**src/rtl/bios_pkg.sv**
```systemverilog
// bios_pkg: state encoding and constants shared by the bios loader
package bios_pkg;
    typedef enum logic [1:0] {
        IDLE  = 2'd0,
        READ  = 2'd1,
        WRITE = 2'd2,
        DONE  = 2'd3
    } state_t;
    localparam logic [1:0] BE_WORD = 2'b11;
endpackage

```
**src/rtl/bios_loader.sv**
```systemverilog
// bios_loader: copies LEN words from bios ROM to main RAM at boot, holding the CPU until done
module bios_loader
    import bios_pkg::*;
#(
    parameter int unsigned LEN        = 4096,
    parameter logic [15:0] SRC_BASE   = 16'h0000,
    parameter logic [15:0] DST_BASE   = 16'h0000,
    parameter bit          AUTO_START = 1'b1
) (
    input  logic        clk,
    input  logic        rst,
    input  logic        start,
    output logic [15:0] rom_addr,
    output logic [1:0]  rom_be,
    output logic        rom_ce,
    input  logic [15:0] rom_data,
    output logic [15:0] ram_addr,
    output logic [15:0] ram_wdata,
    output logic        ram_we,
    input  logic        ram_ack,
    output logic        busy,
    output logic        done,
    output logic        cpu_hold,
    output logic [15:0] checksum
);
    localparam logic [16:0] LAST = 17'(LEN - 1);
    state_t      state;
    logic [16:0] idx;
    logic        first;
    logic        go;
    assign rom_be = BE_WORD;
    // first is high only in the cycle right after reset releases, giving the auto-start pulse
    assign go = start || (AUTO_START && first);
    always_ff @(posedge clk or posedge rst) begin
        if (rst) begin
            state     <= IDLE;
            idx       <= '0;
            first     <= 1'b1;
            rom_addr  <= SRC_BASE;
            rom_ce    <= 1'b0;
            ram_addr  <= DST_BASE;
            ram_wdata <= '0;
            ram_we    <= 1'b0;
            busy      <= 1'b0;
            done      <= 1'b0;
            cpu_hold  <= 1'b1;
            checksum  <= '0;
        end else begin
            first <= 1'b0;
            case (state)
                IDLE, DONE: begin
                    if (go && LEN == 0) begin
                        state    <= DONE;
                        done     <= 1'b1;
                        cpu_hold <= 1'b0;
                    end else if (go) begin
                        state    <= READ;
                        idx      <= '0;
                        checksum <= '0;
                        done     <= 1'b0;
                        cpu_hold <= 1'b1;
                        busy     <= 1'b1;
                        rom_ce   <= 1'b1;
                        rom_addr <= SRC_BASE;
                    end
                end
                READ: begin
                    state     <= WRITE;
                    rom_ce    <= 1'b0;
                    ram_wdata <= rom_data;
                    ram_addr  <= DST_BASE + idx[15:0];
                    ram_we    <= 1'b1;
                end
                WRITE: begin
                    if (ram_ack) begin
                        ram_we   <= 1'b0;
                        checksum <= checksum + ram_wdata;
                        if (idx == LAST) begin
                            state    <= DONE;
                            busy     <= 1'b0;
                            done     <= 1'b1;
                            cpu_hold <= 1'b0;
                        end else begin
                            state    <= READ;
                            idx      <= idx + 17'd1;
                            rom_ce   <= 1'b1;
                            rom_addr <= SRC_BASE + idx[15:0] + 16'd1;
                        end
                    end
                end
                default: state <= IDLE;
            endcase
        end
    end
endmodule

```
**config.mk**
```make
export PLATFORM = sky130hd
export DESIGN_NAME = bios_loader
export DESIGN_NICKNAME = d
export VERILOG_FILES = /design/src/rtl/bios_pkg.sv /design/src/rtl/bios_loader.sv
export SDC_FILE = /design/constraint.sdc
export NUM_CORES = 1
export LEC_CHECK = 0
export ABC_AREA = 1
export CAP_MARGIN = 20
export CORE_MARGIN = 2
export CORE_UTILIZATION = 52
export DETAILED_ROUTE_END_ITERATION = 16
export GPL_ROUTABILITY_DRIVEN = 1
export GPL_TIMING_DRIVEN = 1
export PLACE_DENSITY = 0.81
export SLEW_MARGIN = 20
export SYNTH_ARGS = -nofsm -noshare
export SYNTH_HDL_FRONTEND = slang
export SYNTH_SLANG_ARGS = --single-unit
```
**constraint.sdc**
```tcl
create_clock -name clk -period 2.47 [get_ports clk]
set_clock_uncertainty 0.1 [all_clocks]
set_input_delay 0.3705 -clock clk [delete_from_list [all_inputs] [get_ports clk]]
set_output_delay 0.3705 -clock clk [all_outputs]
set_load 0.01 [all_outputs]
```
==> impl_metrics.csv <==
group,metric,value,unit
worst_hold_path,hold_class,"in2async",
placement,io_buffers,88,
cts,root_buffer,"clkbuf_8",
cells_and_area,fillers,684,
synthesis,syn_inst,598,
pwr,max-vdd-ir-drop,0.8530,mV
sta,layout_min_cycle_time,2.010,ns
global_route,grt_max_degree,28,
worst_setup_path,cp.arrival,2.16,ns
synthesis,syn_area,0.004422,mm^2
synthesis,synth_top_family_by_area,"simple AND/OR/NAND/NOR gates",
floorplan,num_rows,33,
routing,wire_per_inst,13.74,um
global_route,antenna_found_initial,0,
worst_setup_path,startpoint_type,"flip-flop",
synthesis,synth_compound_area_frac,0.07244,
worst_setup_path,worstPathRequired,2.62,ns
sta,fin_crit_sh,0.8137,
pwr,static-leakage-power,2.747,nW
floorplan,start_util,0.5381,
sta,worstMarginPinSlew,0.5075,ns
run_status,outcome,"finished, final reports clean",
floorplan,core_area,0.008217,mm^2
synthesis,ys_types,40,
cells_and_area,drive_above_1_share,0.08676,
cts,ctsHoldBuffers,0,
routing,drc,0,
cells_and_area,diodes,0,
worst_setup_path,criticalPathCategory,"reg2reg",
cts,clockBufferDepth,2,
synthesis,synthAdderAreaFrac,0.05829,
global_route,grt_pass1_wl,18310,um
sta,maxSlewHeadroom,0.6612,
sta,slew_viol_final,0,
global_route,grt_pass1_vias,3944,
synthesis,ys_seq_elements,73,
synthesis,synth-xor-area-share,0.01188,
routing,viasPerCell,5.097,
sta,fmax,0.4976,GHz
synthesis,yosysMostFrequentCell,"nand2_1",
sta,setup_viol,0,
synthesis,yosys_warnings,0,
synthesis,synthTopCellsByArea,"dfrtp_1 40%, nand2_1 20%, inv_1 5.5%, ha_1 5.4%, nand3_1 4.5%",
cells_and_area,final_cells,785,
worst_setup_path,rr_startpoint,"rom_addr[0]$_DFFE_PP0P_",
global_route,grt.total_usage,0.2575,
routing,detail-route-antenna-nets,0,
synthesis,synthFlopType,"dfrtp_1",
synthesis,avgSynthCellArea,7.394,um^2
routing,vias,4001,
cells_and_area,syn_to_final_growth,25.01,%
cts,clock_latency,0.35,ns
placement,place_hpwl,8173,um
routing,drt_iter0_drc,149,
cells_and_area,final_nets,715,
cts,h-tree-depth,3,
global_route,grt-ovfl-total,0,
floorplan,io_pins,91,
sta,tns,0,ns
worst_setup_path,critPathLaunch,"rom_addr[0]$_DFFE_PP0P_",
synthesis,synth-simple-area-share,0.3316,
flow_run,drv_cap,0,
synthesis,yosysTopAreaCell,"dfrtp_1",
pwr,p_per_area,1042,mW/mm^2
sta,rsz0062_at_grt,"false",
worst_setup_path,crit_fanout,23,
routing,firstDrtPassIters,4,
synthesis,synth_edf_count,0,
floorplan,die_area,0.009257,mm^2
placement,gp_congestion,0.8907,
floorplan,die_h,96.22,um
synthesis,yosysTopAreaCellShare,0.4018,
cts,clk_pin_slew,0.08,ns
synthesis,netlist_top_cells_count,"235 x nand2_1, 71 x dfrtp_1, 65 x inv_1, 40 x nand3_1, 34 x nor2_1",
routing,wl,10780,um
floorplan,die_w,96.22,um
synthesis,yosysSeqAreaShare,0.4137,
worst_setup_path,rr_worst_depth,10,
cts,cts_buffers,9,
synthesis,synthMuxAreaShare,0,
placement,placedCellCount,769,
cts,tritoncts,"built",
cts,cts_resized,0,
cts,post-cts-setup-buffers,0,
cts,cts_num_sinks,73,
sta,finalHoldViolCount,0,
worst_setup_path,crit_path_end_kind,"flip-flop",
synthesis,async_reset_ff_frac,1.000,
## path summary, 6_finish.rpt
check                                          end  slack, ns
max                        rom_addr[5]$_DFFE_PP0P_       0.46
min                        ram_addr[6]$_DFFE_PP0P_       0.28
max reg2reg                rom_addr[5]$_DFFE_PP0P_       0.46
min reg2reg                ram_addr[6]$_DFFE_PP0P_       0.38
max in group asynchronous     cpu_hold$_DFFE_PP1P_       1.40
min in group clk           ram_addr[6]$_DFFE_PP0P_       0.38
## worst max-delay path, cell delays in order (launching register included)
cell     delay (ns)
dfrtp_1        0.40
ha_1           0.25
nand2_1        0.10
nor2_2         0.21
nand2_2        0.13
nor2_4         0.12
nand3_4        0.12
nand2_8        0.21
inv_2          0.12
nand2_1        0.09
nand2_1        0.05
## state kept, by name, indices dropped and copies added (netlist names)
register and flops:
cpu_hold 1, busy 1, first 1, checksum 16, ram_we 1, done 1, state 2, ram_addr 16
ram_wdata 16, rom_ce 1, rom_addr 15, idx 2
## routing by layer
metal,GRT usage,vias up,routed length [um]
li1,-,2005,-
met3,0.04307,16,594
met4,0.09762,0,187
met2,0.4340,114,5284
met1,0.3311,1866,4718
met5,0,-,0
## layout by cell type (no fill, tap or decap), types with 3 or more instances in the layout
| cell type | n |
|---|---|
| nand2_1 | 235 |
| clkdlybuf4s50_1 | 88 |
| dfrtp_1 | 71 |
| inv_1 | 64 |
| nand3_1 | 40 |
| nor2_1 | 34 |
| o21ai_0 | 25 |
| ha_1 | 19 |
| clkbuf_8 | 11 |
| a21oi_1 | 10 |
| o21ai_2 | 9 |
| nor3_1 | 7 |
| inv_2 | 6 |
| nand2_2 | 6 |
| nand4_1 | 4 |
| o21ai_1 | 4 |
| xor2_1 | 4 |
| buf_4 | 4 |
| nor2_2 | 3 |
| nor2_4 | 3 |
| nand3b_1 | 3 |
| conb_1 | 3 |
## cells by family (layout without fill, tap and decap cells)
family / count (synthesis) / in the layout
compound gates: 53 / 53
xor+xnor: 6 / 6
fa+ha+maj: 20 / 20
buf+inv: 102 / 183
flops: 73 / 73
other cells: 2 / 3
simple gates: 342 / 342
## metrics by stage
| step | hold WS (ns) | setup slack, ns | cell area (um^2) | power, W | utilization |
|---|---|---|---|---|---|
| global placement | 0.3527 | 0.5334 | 5299 | 0.004585 | 0.6449 |
| finish | 0.2820 | 0.4603 | 5528 | 0.005761 | 0.6728 |
| CTS | 0.2985 | 0.4634 | 5528 | 0.005799 | 0.6728 |
| detailed placement | 0.3616 | 0.4796 | 5299 | 0.004707 | 0.6449 |
| global route | 0.3399 | 0.2561 | 5528 | 0.006244 | 0.6728 |
| floorplan | 0.3673 | 0.1495 | 4425 | 0.003747 | - |
## area by class of cell
class                           instances  area [um^2]  share of cell area
Multi-Input combinational cell        424         2108              0.3814
Sequential cell                        73         1829              0.3309
Timing Repair Buffer                   94        950.9              0.1720
Inverter                               73        279.0             0.05048
Clock buffer                           11        151.4             0.02739
Tap cell                              105        131.4             0.02377
Clock inverter                          5        77.57             0.01403
## power by group
group | switching (W) | internal [W]
registers | 0.000255 | 0.00148
logic | 0.00181 | 0.00115
clock network | 0.000453 | 0.000620
Note: power is estimated with default switching activity, not from simulation.
